## src/rtl/simplez_loader_pkg.sv

```systemverilog
// Shared definitions for the Simplez serial program loader: FSM encoding and record tags.
// Pure declarations; no timing or flow-control implications of its own.
package simplez_loader_pkg;

  localparam logic [2:0] ST_IDLE   = 3'd0;
  localparam logic [2:0] ST_WAIT_A = 3'd1;
  localparam logic [2:0] ST_WAIT_B = 3'd2;
  localparam logic [2:0] ST_WRITE  = 3'd3;
  localparam logic [2:0] ST_DONE   = 3'd4;
  localparam logic [2:0] ST_ERROR  = 3'd5;

  localparam logic [3:0] TAG_WORD = 4'h1;
  localparam logic [3:0] TAG_ADDR = 4'h2;
  localparam logic [3:0] TAG_END  = 4'hF;

  typedef struct packed {
    logic [3:0] tag;
    logic [3:0] hi;
  } byte_a_t;

  function automatic logic tag_legal(input logic [3:0] tag);
    return (tag == TAG_WORD) || (tag == TAG_ADDR) || (tag == TAG_END);
  endfunction

  function automatic logic is_busy_state(input logic [2:0] st);
    return (st == ST_WAIT_A) || (st == ST_WAIT_B) || (st == ST_WRITE);
  endfunction

endpackage

```

## src/rtl/simplez_loader_timeout.sv

```systemverilog
// Loadable down-counter guarding the gap between the two bytes of a record.
// expired is combinational on the count (0 = spent); load wins over enable, no backpressure.
module loader_timeout #(
  parameter int unsigned W = 17
) (
  input  logic         clk,
  input  logic         rstn,
  input  logic         load,
  input  logic [W-1:0] load_val,
  input  logic         en,
  output logic         expired
);

  logic [W-1:0] cnt;

  always_ff @(posedge clk or negedge rstn) begin
    if (!rstn) begin
      cnt <= '0;
    end else if (load) begin
      cnt <= load_val;
    end else if (en && (cnt != '0)) begin
      cnt <= cnt - 1'b1;
    end
  end

  assign expired = (cnt == '0);

endmodule

```

## src/rtl/simplez_loader.sv

```systemverilog
// Serial byte stream -> Simplez program memory write cycles; wr rises the cycle after byte B.
// No backpressure: every rx_valid strobe is consumed or dropped in the cycle it arrives.
module simplez_loader
  import simplez_loader_pkg::*;
#(
  parameter int unsigned AW      = 9,
  parameter int unsigned DW      = 12,
  parameter int unsigned TIMEOUT = 120000
) (
  input  logic          clk,
  input  logic          rstn,
  input  logic          start,
  input  logic [7:0]    rx_data,
  input  logic          rx_valid,
  output logic [AW-1:0] addr,
  output logic          wr,
  output logic [DW-1:0] data_out,
  output logic          busy,
  output logic          done,
  output logic          err,
  output logic [AW:0]   word_count
);

  localparam int unsigned TW = $clog2(TIMEOUT + 1);
  localparam logic [AW:0] COUNT_MAX = (AW + 1)'(1) << AW;

  logic [2:0] state;
  logic [2:0] state_nxt;
  byte_a_t    byte_a;
  logic       take_a;
  logic       tmo_load;
  logic       tmo_expired;

  always_comb begin
    state_nxt = state;
    take_a    = 1'b0;
    case (state)
      ST_IDLE, ST_DONE, ST_ERROR: if (start) state_nxt = ST_WAIT_A;
      ST_WAIT_A: take_a = rx_valid;
      ST_WAIT_B: begin
        if (rx_valid) begin
          case (byte_a.tag)
            TAG_WORD: state_nxt = ST_WRITE;
            TAG_ADDR: state_nxt = ST_WAIT_A;
            default:  state_nxt = ST_DONE;
          endcase
        end else if (tmo_expired) begin
          state_nxt = ST_WAIT_A;
        end
      end
      ST_WRITE: begin
        take_a    = rx_valid;
        state_nxt = ST_WAIT_A;
      end
      default: state_nxt = ST_IDLE;
    endcase
    // WAIT_A and WRITE share the byte-A rules; an illegal tag aborts without waiting for B.
    if (take_a) state_nxt = tag_legal(rx_data[7:4]) ? ST_WAIT_B : ST_ERROR;
  end

  assign tmo_load = take_a && tag_legal(rx_data[7:4]);

  loader_timeout #(.W(TW)) u_timeout (
    .clk      (clk),
    .rstn     (rstn),
    .load     (tmo_load),
    .load_val (TW'(TIMEOUT - 1)),
    .en       (state == ST_WAIT_B),
    .expired  (tmo_expired)
  );

  always_ff @(posedge clk or negedge rstn) begin
    if (!rstn) begin
      state <= ST_IDLE;
      wr    <= 1'b0;
      busy  <= 1'b0;
      done  <= 1'b0;
      err   <= 1'b0;
    end else begin
      state <= state_nxt;
      wr    <= (state_nxt == ST_WRITE);
      busy  <= is_busy_state(state_nxt);
      done  <= (state_nxt == ST_DONE);
      err   <= (state_nxt == ST_ERROR);
    end
  end

  always_ff @(posedge clk or negedge rstn) begin
    if (!rstn) begin
      byte_a     <= '0;
      addr       <= '0;
      data_out   <= '0;
      word_count <= '0;
    end else begin
      if (take_a) byte_a <= byte_a_t'(rx_data);
      if (!is_busy_state(state) && start) begin
        addr       <= '0;
        word_count <= '0;
      end else if (state == ST_WRITE) begin
        addr <= addr + 1'b1;
        if (word_count != COUNT_MAX) word_count <= word_count + 1'b1;
      end else if ((state == ST_WAIT_B) && rx_valid && (byte_a.tag == TAG_ADDR)) begin
        addr <= AW'({byte_a.hi[0], rx_data});
      end
      if ((state == ST_WAIT_B) && rx_valid && (byte_a.tag == TAG_WORD))
        data_out <= DW'({byte_a.hi, rx_data});
    end
  end

endmodule

```

## config.mk

```make
export PLATFORM = sky130hd
export DESIGN_NAME = simplez_loader
export DESIGN_NICKNAME = d
export VERILOG_FILES = /design/src/rtl/simplez_loader_pkg.sv /design/src/rtl/simplez_loader_timeout.sv /design/src/rtl/simplez_loader.sv
export SDC_FILE = /design/constraint.sdc
export NUM_CORES = 1
export LEC_CHECK = 0
export CAP_MARGIN = 20
export CORE_MARGIN = 3
export CORE_UTILIZATION = 40
export DETAILED_ROUTE_END_ITERATION = 16
export GPL_TIMING_DRIVEN = 0
export REMOVE_ABC_BUFFERS = 1
export SYNTH_ARGS = -nofsm -noshare
export SYNTH_HDL_FRONTEND = slang
export SYNTH_SLANG_ARGS = --single-unit
```

## constraint.sdc

```tcl
create_clock -name clk -period 3.4 [get_ports clk]
set_input_delay 0.68 -clock clk [delete_from_list [all_inputs] [get_ports clk]]
set_output_delay 0.68 -clock clk [all_outputs]
set_load 0.1 [all_outputs]
```

==> results.md, run 1 <==
* Initial antenna violation count at 0
* GR Util met2 at 0.275
* Slew headroom at 0.346
* Clock slew at reported path FFs at 0.07 ns
* RSZ-0062 raised after global routing: false
* Max Clock Skew at 0.00732 ns
* Core area at about 7400 um^2
* Critical Path RT at roughly 3.6 ns
* Fin nets at about 370
* Filler Cells Inserted at 693
* Layout cells sized above 1 at 0.115
* Vias at 2467
* Final setup fails at 0
* Max-slew violation count at 0
* Setup Buffers After CTS at 0
* Avg WL per Cell at 15.6 um
* Worst reg2reg setup slack at 0.62 ns
* Total power at 2.88 mW
* Number of inserted diodes at 0
* CP bufs+invs at 0
* CP endpoint kind: register
* Die area at about 9000 um^2
* Cells after DPL at 438
* Critical R2R Launch: state[2]
* CTS tree: yes
* Largest fanout on the critical path at 23
* Max cap viols at 0
* Critical Path Start Type: register
* Gr ovfl total at 0
* Reg2reg end: word_count[7]
* Port Buf Inserts at 46
* Root Driver: clkbuf_8
* Sequential cell area at roughly 1600 um^2
* Largest net degree at the start of global routing at 64
* Sequential area share after synthesis at 0.499
* Worst path cell trace: nand3b_1, a41oi_1, nand4_1, xor2_1, nor2_1
* Placer Congestion at 0.781
* Routed WL at slightly above 7000 um
* Vias in the first global route at between 2000 and 2500
* Iteration-0 DRC Markers at 105
* Main synth FF type: dfrtp_1
* Most used routing layer in global routing: met2
* Detailed placer's ending HPWL at 4820 um
* Die Ht at 94.8 um
* Final Cell Area at 3920 um^2
* Status: completed
* Avg Vias per Cell at 5.43
* Seq cells post-synth at 63
* Clock buffer depth at 2
* Lkg Pwr at around 1.6 nW
* Fin crit share at 0.817
* Worst-margin pin slew at 0.978 ns
* EDFF count, synth at 0
* Syn-to-layout area delta at 24.2%
* Cts-stage hold buffer count at 0
* I/O pin count at 47
* CTS Buf Count at 9
* Clock Latency Late Sink at between 0.3 and 0.4 ns
* ANT nets after route at 0
* CTS sink count at 63
* Multi-input gate area at 1500 um^2
* M3 GR Usage at 0.0526
* Max incr delay on CP at 0.98 ns
* PwrDens at 734 nW/um^2
* H-tree lvl count at 3
* Syn avg cell area at 10.4 um^2
* Die width at 94.8 um
* Worst Hold Class: input port to asynchronous set/reset pin
* Final Non-Filler Cells at around 450
* Synthesized area at roughly 3200 um^2
* CP arrival at 2.99 ns
* Fin crit period at ~2.8 ns
* Initial Utilization at 0.424
* # DRC at 0
* Post-Place Cell Area at 3680 um^2
* Drt pass-1 iters at 4
* Slowest-stage cell, CP: a41oi_1
* Netlist cell types at 52
* Cell Rows at 31
* Worst reg2reg path depth at 5
* Async set or reset register ratio after synthesis at 1.00
* Final Hold Viols at 0
* First-pass GRT wire length at about 12000 um
* Max Clock Freq at 0.360 GHz
* Ys Warns at 0
* Total GRT Usage at 0.175
* Post-cts resize count at 0
* Synth Instances at 304
* Peak supply drop at ~0.00043 V
* Setup CP Type: register to register
* Grt met1 use at 0.238
* Crit path max-delay family: simple AND/OR/NAND/NOR gates
final cells by class:
type | instances | area share
Clock buffer | 10 | 0.0351
Multi-Input combinational cell | 224 | 0.381
Inverter | 6 | 0.00574
Clock inverter | 6 | 0.0274
Tap cell | 99 | 0.0316
Timing Repair Buffer | 46 | 0.117
Sequential cell | 63 | 0.402
synth_stat cells (2+ instances only):
cell | instances | share of area
nor3_1 | 7 | 0.011
nor2b_1 | 3 | 0.0059
clkbuf_1 | 4 | 0.0048
inv_1 | 6 | 0.0071
dfrtp_1 | 63 | 0.50
and3_1 | 2 | 0.0040
a211oi_1 | 4 | 0.0095
xor2_1 | 6 | 0.017
a21oi_1 | 5 | 0.0079
buf_6 | 2 | 0.0071
nand2_1 | 34 | 0.040
xnor2_1 | 10 | 0.028
buf_2 | 5 | 0.0079
a21o_1 | 2 | 0.0048
and4_1 | 2 | 0.0055
and2_1 | 3 | 0.0059
nand2b_1 | 5 | 0.0099
a31oi_1 | 4 | 0.0079
or2_2 | 2 | 0.0040
o21ai_0 | 17 | 0.027
ha_1 | 5 | 0.020
o31a_1 | 3 | 0.0083
or3_1 | 4 | 0.0079
o211ai_1 | 5 | 0.012
mux2_4 | 5 | 0.024
nor2_1 | 25 | 0.030
mux2_2 | 12 | 0.043
or4_1 | 2 | 0.0048
nor4b_1 | 2 | 0.0055
nor4_1 | 10 | 0.020
o31ai_1 | 3 | 0.0071
nand4_1 | 6 | 0.012
nand3b_1 | 2 | 0.0048
nand3_1 | 16 | 0.025
placed cells by master (no fill, tap or decap), types with 5 or more instances in the layout:
| cell type | instances |
|---|---|
| nand2b_1 | 5 |
| nor4_1 | 10 |
| nand2_1 | 34 |
| nand4_1 | 6 |
| o21ai_0 | 17 |
| clkbuf_8 | 10 |
| clkdlybuf4s50_1 | 45 |
| xnor2_1 | 10 |
| nand3_1 | 16 |
| a21oi_1 | 5 |
| nor2_1 | 25 |
| inv_1 | 6 |
| o211ai_1 | 5 |
| mux2_2 | 12 |
| nor3_1 | 7 |
| dfrtp_1 | 63 |
| mux2_4 | 5 |
| xor2_1 | 6 |
| ha_1 | 5 |
flip-flops by register name (all words and copies together), names as in the netlist:
| signal | cells |
|---|---|
| busy | 1 |
| word_count | 10 |
| state | 3 |
| byte_a | 8 |
| done | 1 |
| err | 1 |
| data_out | 12 |
| wr | 1 |
| u_timeout.cnt | 17 |
| addr | 9 |
through the flow:
stage          hold slack, ns  worst slack [ns]  setup TNS, ns   util
2_1_floorplan           0.384             0.964              0      -
3_3_place_gp            0.451            -0.519         -32.41  0.494
3_5_place_dp            0.464             0.504              0  0.494
4_1_cts                 0.468             0.636              0  0.527
5_1_grt                 0.495             0.388              0  0.527
6_report                0.438             0.623              0  0.527
logic make-up (layout without fill, tap and decap cells):
kind of cell	Yosys count	in the layout	share of synthesized area
and+or+nand+nor	132	132	0.228
xor gates and xnor gates	16	16	0.0444
buffers and inverters	17	68	0.0269
muxes	18	18	0.0698
DFF	63	63	0.499
adders and majority gates	5	5	0.0198
AOI/OAI and AO/OA	53	53	0.112
power breakdown:
group	internal, mW	total (mW)	switching [mW]
Clock	0.504	0.800	0.296
Sequential	0.921	1.10	0.178
Combinational	0.312	0.978	0.666
Total	1.74	2.88	1.14
worst max-delay path by stage:
stage                        startpoint             to  cells past startpoint
after global routing           state[2]  word_count[5]                      5
after global placement             rstn  word_count[0]                      1
after floorplan           word_count[0]  word_count[4]                      6
after detailed placement       rx_valid    data_out[7]                      4
final                          state[2]  word_count[7]                      5
after CTS                      state[2]  word_count[9]                      5
layer usage:
layer / vias up / share of wire / wire length, um
met1: 1222 / 0.49 / 3470
met4: 0 / 0.012 / 86
met2: 40 / 0.46 / 3280
met5: - / 0 / 0
li1: 1198 / - / -
met3: 7 / 0.033 / 234
No activity file was read; power rests on OpenSTA's default activity.
==> inputs of run 2 (changes only) <==
==> constraint.sdc (replaced) <==
create_clock -name clk -period 2.35 [get_ports clk]
set_input_delay 0.47 -clock clk [delete_from_list [all_inputs] [get_ports clk]]
set_output_delay 0.47 -clock clk [all_outputs]
set_load 0.1 [all_outputs]
==> run 2 against run 1 <==
  * Clock-buffer cell count is the same
  * Clock skew shrank 0.0027 ns
  * Die area is the same
  * Sequential cell count is the same
  * Setup slack lost 0.57 ns
  * Final area grew 1.1%
  * Register-to-register slack lost 0.46 ns
  * Critical path type is now register to output port
  * Largest power group unchanged
==> results.md, run 2 (synthesis gave the netlist of run 1 again) <==
* Iteration-0 DRC Markers at 122 (+16%)
* Top flop regs: u_timeout.cnt: 17 flops, data_out: 12 flops, word_count: 10 flops
* Slack of the critical path at 0.0512 ns (-0.572 ns)
* Filler Cells Inserted at 688 (-0.72%)
* I/O pin count at 47 (unchanged)
* CP endpoint: data_out[10]
* CP Launch Point: data_out[10]
* Clock Latency Late Sink at 0.34 ns (about the same)
* Initial antenna violation count at 0 (unchanged)
* Max Clock Freq at 0.435 GHz
* Max FFs per register at 17 (unchanged)
* Fin crit period at ~2.3 ns
* Clock buffer depth at 2 (unchanged)
* Place WS at -0.395 ns (-0.899 ns)
* CP bufs+invs at 1 (+1)
* Worst reg2reg setup slack at 0.16 ns (-0.46 ns)
* Avg WL per Cell at 15.9 um (+2.2%)
* Total power at 4.17 mW (+45%)
* Critical Path RT at 1.88 ns (-1.74 ns)
* Initial Utilization at 0.424 (unchanged)
* Number of inserted diodes at 0 (unchanged)
* Layout cells sized above 1 at 0.132 (+0.0165)
* Detailed placer's ending HPWL at 4820 um (unchanged)
* Levels on crit path at 1 (-4)
* Cells after DPL at 438 (unchanged)
* Largest fanout on the critical path at 2 (-91%)
* Lkg Pwr at 1.87 nW (+14%)
* PwrDens at 1050 nW/um^2 (+43%)
* Die area at 8990 um^2 (unchanged)
* Drt pass-1 iters at 4 (unchanged)
* Reg2reg end: busy
* First-pass GRT wire length at 12500 um (+1.3%)
* Worst reg2reg path depth at 5 (unchanged)
* Worst Hold Class: input port to asynchronous set/reset pin
* Fin nets at 368 (+0.27%)
* Vias in the first global route at 2490 (-0.24%)
* Clock slew at reported path FFs at 0.07 ns (about the same)
* Worst-margin pin slew at 0.976 ns (-0.00215 ns)
* # DRC at 0 (unchanged)
* Root Driver: clkbuf_8
* Worst path cell trace: clkdlybuf4s50_1
* Die width at 94.8 um (unchanged)
* Vias at 2481 (+0.57%)
* CTS sink count at 63 (unchanged)
* Critical R2R Launch: u_timeout.cnt[5]
* Syn-to-layout area delta at 25.6%
* Setup CP Type: register to output port
* Most flops, register: u_timeout.cnt
* Avg Vias per Cell at 5.45 (+0.35%)
* Most common cell after layout, fill and taps aside: dfrtp_1
* CTS tree: yes
* Status: completed
* Die Ht at 94.8 um (unchanged)
* Slowest-stage cell, CP: clkdlybuf4s50_1
* Max-slew violation count at 0 (unchanged)
* Final setup fails at 0 (unchanged)
* Final Non-Filler Cells at 455 (+0.22%)
* Peak supply drop at 0.000602 V (+39%)
* Max Clock Skew at 0.00463 ns (-0.00269 ns)
* Cell Rows at 31 (unchanged)
* Gr ovfl total at 0 (unchanged)
* Routed WL at 7240 um (+2.4%)
* CTS Buf Count at 9 (unchanged)
* H-tree lvl count at 3 (unchanged)
* Total GRT Usage at 0.178 (+0.00286)
* CP arrival at 1.83 ns (-1.16 ns)
* ANT nets after route at 0 (unchanged)
* Final Hold Viols at 0 (unchanged)
* Port Buf Inserts at 46 (unchanged)
* Crit path max-delay family: buffers and inverters
* CP endpoint kind: output port
* Placer Congestion at 0.781 (unchanged)
* Critical Path Start Type: register
* Slew headroom at 0.347 (+0.00144)
* Max cap viols at 0 (unchanged)
* Fin crit share at 0.978
* Setup Buffers After CTS at 0 (unchanged)
* Max incr delay on CP at 1.14 ns (+0.16 ns)
* Largest net degree at the start of global routing at 64 (unchanged)
* Core area at 7450 um^2 (unchanged)
* Most frequent cells in the layout: 61 x dfrtp_1, 34 x nand2_1, 25 x nor2_1
-- run 2: cell count changes in the layout (fill, tap and decap cells not counted), sizes merged --
cell	delta
nand3b	+1
clkdlybuf4s50	-25
dlymetal6s2s	+7
dlygate4sd2	+18
-- run 2: per-stage QoR --
step | hold slack (ns) | instance area (um^2) | utilization | setup TNS, ns
floorplan | 0.174 | 3090 | - | -0.338
global placement | 0.451 | 3680 | 0.494 | -93.86
detailed placement | 0.464 | 3680 | 0.494 | -9.19
CTS | 0.258 | 3910 | 0.526 | 0
global route | 0.285 | 3960 | 0.532 | -0.000795
finish | 0.220 | 3960 | 0.532 | 0
-- run 2: how the worst min path moves through the flow --
stage	start	to	slack (ns)	cells past startpoint
after global routing	rstn	data_out[6]	0.28	1
after detailed placement	byte_a[3]	data_out[11]	0.46	2
after CTS	rstn	data_out[7]	0.26	1
final	rstn	data_out[6]	0.22	1
after global placement	byte_a[2]	data_out[10]	0.45	2
after floorplan	rstn	addr[0]	0.17	0
-- run 2: what timing repair did --
action                     in CTS  in global routing
pin swaps                       0                  1
gates resized for setup        19                 14
gates cloned                    1                  0
hold buffers                    0                  0
setup endpoints to repair      27                 26
-- run 2: layout make-up --
type | instances | area (um^2) | area share
flip-flops and latches | 63 | 1580 | 0.398
multi-input cells | 225 | 1540 | 0.389
repair buffers | 46 | 453 | 0.114
clock buffers | 10 | 138 | 0.0347
well taps | 99 | 124 | 0.0313
clock inverters | 6 | 108 | 0.0271
inverters | 6 | 22.5 | 0.00568
-- run 2: where the power goes --
group	leakage (nW)	switching, mW	internal (mW)
Combinational	0.955	0.974	0.432
Sequential	0.789	0.272	1.34
Clock	0.122	0.428	0.730
-- run 2: metal layers --
| metal | part of all wire | vias to the layer above | GRT usage | routed length [um] |
|---|---|---|---|---|
| met5 | 0 | - | 0 | 0 |
| met4 | 0.012 | 0 | 0.0397 | 86 |
| met3 | 0.039 | 8 | 0.0518 | 281 |
| met2 | 0.47 | 47 | 0.280 | 3410 |
| met1 | 0.48 | 1228 | 0.242 | 3470 |
| li1 | - | 1198 | - | - |
